==> src/rtl/jtpopeye_rommux.sv <==
// jtpopeye_rommux: shares one SDRAM read port among CH ROM clients.
// Each client keeps a single-word cache (valid/tag/data). Misses are arbitrated
// either round-robin or by fixed priority. Only one SDRAM read is in flight at a time.
//
// state   | meaning
// --------+------------------------------------------------------------
// ST_IDLE | no read in flight; grant a pending channel if there is one
// ST_WAIT | read issued; hold sdram_req/sdram_addr until sdram_ack
`timescale 1ns/1ps

module jtpopeye_rommux #(
  parameter int              CH        = 3,
  parameter int              AW        = 15,
  parameter logic [CH*22-1:0] OFFSETS  = '0,
  parameter bit              RROBIN    = 1'b1,
  parameter int              READY_DLY = 4
) (
  input  logic              clk,
  input  logic              rst,
  input  logic              downloading,
  input  logic [CH-1:0]     ch_cs,
  input  logic [CH*AW-1:0]  ch_addr,
  output logic [CH*32-1:0]  ch_dout,
  output logic [CH-1:0]     ch_ok,
  output logic              sdram_req,
  output logic [21:0]       sdram_addr,
  input  logic              sdram_ack,
  input  logic [31:0]       data_read,
  output logic              ready
);

  localparam int IW = (CH > 1) ? $clog2(CH) : 1;
  localparam int CW = $clog2(READY_DLY + 2);

  typedef enum logic {ST_IDLE = 1'b0, ST_WAIT = 1'b1} state_t;

  state_t          state_q, state_d;
  logic [CH-1:0]   valid_q;
  logic [AW-1:0]   tag_q  [CH];
  logic [31:0]     data_q [CH];
  logic [IW-1:0]   gnt_q, gnt_d;
  logic [AW-1:0]   gaddr_q, gaddr_d;
  logic [IW-1:0]   last_q, last_d;
  logic [21:0]     saddr_q, saddr_d;
  logic            fill;
  logic [CW-1:0]   rcnt_q;
  logic            ready_q;

  logic [AW-1:0]   addr_a [CH];
  logic [21:0]     off_a  [CH];
  logic [CH-1:0]   hit;
  logic [CH-1:0]   pending;
  logic            sel_found;
  logic [IW-1:0]   sel_idx;
  logic [IW-1:0]   cand;

  // Search order for round-robin: one past the last grant, wrapping at CH.
  function automatic logic [IW-1:0] rr_idx(input logic [IW-1:0] last, input int k);
    int s;
    s = int'(last) + 1 + k;
    if (s >= CH) s = s - CH;
    return IW'(s);
  endfunction

  // Unpack per-channel addresses/offsets and evaluate hit and pending every cycle.
  always_comb begin
    for (int i = 0; i < CH; i++) begin
      addr_a[i]  = ch_addr[AW*i +: AW];
      off_a[i]   = OFFSETS[22*i +: 22];
      hit[i]     = valid_q[i] && (tag_q[i] == addr_a[i]);
      pending[i] = ch_cs[i] && !hit[i];
    end
  end

  // Arbiter: first pending channel in search order wins.
  always_comb begin
    sel_found = 1'b0;
    sel_idx   = '0;
    cand      = '0;
    for (int k = 0; k < CH; k++) begin
      cand = RROBIN ? rr_idx(last_q, k) : IW'(k);
      if (!sel_found && pending[cand]) begin
        sel_found = 1'b1;
        sel_idx   = cand;
      end
    end
  end

  // Next-state logic; downloading overrides everything, including a same-cycle ack.
  always_comb begin
    state_d = state_q;
    gnt_d   = gnt_q;
    gaddr_d = gaddr_q;
    last_d  = last_q;
    saddr_d = saddr_q;
    fill    = 1'b0;
    if (downloading) begin
      state_d = ST_IDLE;
    end else begin
      case (state_q)
        ST_IDLE: begin
          if (sel_found) begin
            state_d = ST_WAIT;
            gnt_d   = sel_idx;
            gaddr_d = addr_a[sel_idx];
            last_d  = sel_idx;
            saddr_d = off_a[sel_idx] + 22'(addr_a[sel_idx]);
          end
        end
        ST_WAIT: begin
          if (sdram_ack) begin
            state_d = ST_IDLE;
            fill    = 1'b1;
          end
        end
        default: state_d = ST_IDLE;
      endcase
    end
  end

  // State and request registers.
  always_ff @(posedge clk) begin
    if (rst) begin
      state_q <= ST_IDLE;
      gnt_q   <= '0;
      gaddr_q <= '0;
      last_q  <= IW'(CH - 1);
      saddr_q <= '0;
    end else begin
      state_q <= state_d;
      gnt_q   <= gnt_d;
      gaddr_q <= gaddr_d;
      last_q  <= last_d;
      saddr_q <= saddr_d;
    end
  end

  // Cache update: the fill is stored under the address latched at grant time.
  always_ff @(posedge clk) begin
    if (rst) begin
      valid_q <= '0;
      for (int i = 0; i < CH; i++) begin
        tag_q[i]  <= '0;
        data_q[i] <= '0;
      end
    end else if (downloading) begin
      valid_q <= '0;
    end else if (fill) begin
      valid_q[gnt_q] <= 1'b1;
      tag_q[gnt_q]   <= gaddr_q;
      data_q[gnt_q]  <= data_read;
    end
  end

  // Ready counter: READY_DLY quiet cycles after reset/download before ready rises.
  always_ff @(posedge clk) begin
    if (rst || downloading) begin
      rcnt_q  <= '0;
      ready_q <= 1'b0;
    end else if (!ready_q) begin
      rcnt_q <= rcnt_q + CW'(1);
      if (int'(rcnt_q) + 1 >= READY_DLY) ready_q <= 1'b1;
    end
  end

  // Outputs: request is a Moore output of WAIT; hit flags and data are combinational.
  always_comb begin
    sdram_req  = (state_q == ST_WAIT);
    sdram_addr = saddr_q;
    ready      = ready_q;
    ch_ok      = ch_cs & hit;
    for (int i = 0; i < CH; i++) ch_dout[32*i +: 32] = data_q[i];
  end

endmodule

==> config.mk <==
export PLATFORM = sky130hd
export DESIGN_NAME = jtpopeye_rommux
export DESIGN_NICKNAME = d
export VERILOG_FILES = /design/src/rtl/jtpopeye_rommux.sv
export SDC_FILE = /design/constraint.sdc
export NUM_CORES = 1
export LEC_CHECK = 0
export BUFFER_PORTS_ARGS = -buffer_cell sky130_fd_sc_hd__buf_2
export CORE_ASPECT_RATIO = 0.75
export CORE_MARGIN = 10
export CORE_UTILIZATION = 52
export DETAILED_ROUTE_END_ITERATION = 6
export PLACE_DENSITY = 0.8
export SLEW_MARGIN = 20
export SYNTH_ARGS = -nofsm -noshare
export SYNTH_HDL_FRONTEND = slang
export SYNTH_SLANG_ARGS = --single-unit
==> constraint.sdc <==
create_clock -name clk -period 3 [get_ports clk]
set_input_delay 0.3 -clock clk [delete_from_list [all_inputs] [get_ports clk]]
set_output_delay 0.3 -clock clk [all_outputs]
set_load 0.02 [all_outputs]
==> impl_metrics.toml <==
[run_status]
result_of_the_run = "complete, no violations"

[min_path]
timing.hold.worst.class = "in -> reg"

[final_layout]
syn2layout_area_growth_pct = 24.75
post-route-util_pct = 66.42
nFillCells = 1041
finish.net_count = 844
final-seq-area_um2 = 4755
fraction_of_final_layout_cells_with_drive_strength_greater_than_1_pct = 35.89
antenna_cells_inserted = 0
area_used_by_multi_input_combinational_logic_um2 = 2426

[critical_path]
worst_setup_path_start_kind = "register"
crit-reg2reg-capture = "sdram_addr[4]"
timing.critical_path.to_type = "register"
worst-r2r-setup-slack_ns = 0.08
worstPathRequired_ns = 3.33
worst-path-max-fanout = 17
max_stage_delay_ns = 0.59
slowest_stage = "or4_4"
worstReg2RegStart = "tag_q[0][9]"
end_point_of_the_critical_path = "sdram_addr[4]"
reg2reg_path_depth = 9
critPathKind = "reg -> reg"
crit_start = "tag_q[0][9]"
critical_path_arrival_ns = 3.25
worstPathCellList = "xnor2_1 -> nand4_1 -> or4_4 -> and3_4 -> a2111oi_4 -> or2_1 -> a221oi_2 -> buf_12 -> a211oi_1"

[power]
ir_worst_vdd_mv = 0.4461
total_leakage_power_uw = 0.004015
power-per-cell-area_nw_per_um2 = 606.2

[detailed_routing]
detail_route.drc_violations = 0
drtIter0Drc = 465
final_antenna_net_count = 0
wl_per_cell_um = 21.78
drt_pre_antenna_iters = 5
drt_wl_total_mm = 20.56
via_density = 5.483
detailroute.via_count = 5176

[global_route]
globalRouteOverflowTotal = 0
grt_first_pass_wirelength_mm = 30.77
antenna_found_initial = 1
track_usage_pct = 20.81
grt_pass1_vias = 5419
grt_max_degree = 58

[clock_network]
cts_tree = "built"
clkTransAtPathRegs_ns = 0.07
hold_buffers = 0
cts_made_buffers = 17
insertion_delay_ns = 0.43
post_cts_resized = 0
cts.path.max_buffers = 2
cts-htree-levels = 4
clock_tree.root_cell = "clkbuf_16"
cts.sinks = 167
cts_setup_buffers = 0

[die]
fp.dieW_um = 157.2
floorplan.initialDensity_pct = 53.24
core_area_um2 = 13800
die-height_um = 122.9
die_area_um2 = 19330
rows = 37
design.portCount = 207

[synth]
sequential_to_total_area_share_from_yosys_stat_pct = 64.74
synth-async-reset-ratio_pct = 0
synth_edf_count = 141
seq_cells_post_synth = 167
yosys_warnings = 0
syn_area_um2 = 7345
syn_inst = 549
yosys_most_used_dff = "edfxtp_1"
syn_avg_cell_area_um2 = 13.38
netlist-cell-type-count = 54

[sta]
timing.fmax_mhz = 342.5
timing_max_transition_violations_final = 0
time_the_worst_path_needs_with_i_o_delays_and_setup_ns = 2.920
finalHoldViolations = 0
finalSetupViolCount = 0
max-slew-margin-rel_pct = 61.95
setup_tns_ns = 0
transition_at_the_pin_with_the_smallest_max_transition_slack_ns = 0.5685
min_period_over_period_pct = 97.34
fin_hold_ws_ns = 0.1219
fin_skew_ns = 0.01363

[placed_design]
io_buffers = 199
gp_congestion = 0.8805
hpwl_mm = 14.44

[run]
max_cap_viol_count = 0
-- Yosys cell counts, types with 3 or more instances --
library cell  count  area (um2)
edfxtp_1        141        4234
and2_1           97       606.8
and3_1           47       294.0
xnor2_1          46       402.9
dfxtp_1          26       520.5
clkbuf_1         23       86.33
a21oi_1          20       100.1
mux2i_1          17       170.2
o21ai_0          17       85.08
nor2_1           13       48.80
nand4_1          12       75.07
nand2_1          10       37.54
a211oi_1          8       60.06
a211oi_2          8       100.1
buf_4             8       60.06
inv_1             6       22.52
ha_1              4       50.05
nor4_1            3       18.77
or2_2             3       18.77
-- cell type report --
| type | instances | area share [%] |
|---|---|---|
| Tap cell | 175 | 2.390 |
| Inverter | 7 | 0.2868 |
| Timing Repair Buffer | 218 | 12.70 |
| Sequential cell | 167 | 51.89 |
| Clock inverter | 14 | 1.570 |
| Clock buffer | 18 | 4.684 |
| Multi-Input combinational cell | 345 | 26.48 |
-- stage by stage --
step / instance area [um2] / total power, uW / setup WS, ns / instances
2_1_floorplan: 7367 / 3195 / 0.5578 / 555
3_3_place_gp: 8572 / 3466 / 0.09325 / 912
3_5_place_dp: 8572 / 3488 / 0.0007236 / 912
4_1_cts: 9145 / 5571 / 0.02696 / 944
5_1_grt: 9163 / 5745 / -0.01100 / 944
6_report: 9163 / 5554 / 0.07993 / 944
-- worst min path at each step --
stage	from	end	slack, ns	cells past startpoint
6_report	rst	gnt_q[1]	0.12	2
5_1_grt	rst	gnt_q[1]	0.12	2
4_1_cts	rst	gnt_q[1]	0.11	2
3_5_place_dp	valid_q[2]	valid_q[2]	0.47	2
3_3_place_gp	valid_q[0]	valid_q[0]	0.46	2
2_1_floorplan	rst	gnt_q[1]	0.37	1
-- power breakdown --
part           switching [uW]  internal [uW]
clock network             940           1160
logic                     477            269
registers                75.9           2630
-- routing by layer --
metal	track usage, %	wire length (um)	part of all wire, %	vias up
li1	-	-	-	2387
met1	26.13	8388	41	2509
met2	33.54	9985	49	252
met3	7.321	1945	9.5	26
met4	6.177	231	1.1	2
met5	0	12	0.058	-
-- state kept, by name (all words and copies together), names as in the netlist --
signal      flops
gaddr_q         2
valid_q         3
last_q          1
tag_q          45
sdram_req       1
data_q         96
gnt_q           2
sdram_addr     13
rcnt_q          3
ready           1
-- worst max-delay path, delay by kind of cell, from the launching register on --
kind	cells	cell delay [ns]
AND/OR/NAND/NOR	4	1.19
AO/OA/AOI/OAI	3	0.77
flip-flops	1	0.39
XOR/XNOR	1	0.28
buffers and inverters	1	0.19
-- cells by family after synthesis --
kind of cell	after synthesis	share of synthesized area (%)
simple gates	201	16.66
mux	17	2.317
flops	167	64.74
fa+ha+maj	4	0.6815
xor+xnor	47	5.605
other cells	1	0.05106
buf+inv	43	3.083
compound gates	69	6.866
-- layout by cell type, fill, tap and decap left out, drive strengths merged, types with 6 or more instances in the layout --
cell	netlist	routed
xnor2	46	46
o21ai	19	19
mux2i	17	17
edfxtp	141	141
a211oi	16	16
buf	9	218
clkinv	1	6
a21oi	20	20
nand2	10	10
clkbuf	26	18
and3	48	48
nand4	12	12
nor2	14	14
and2	97	97
dfxtp	26	26
conb	1	7
inv	6	10
Note: power is estimated with default switching activity, not from simulation.
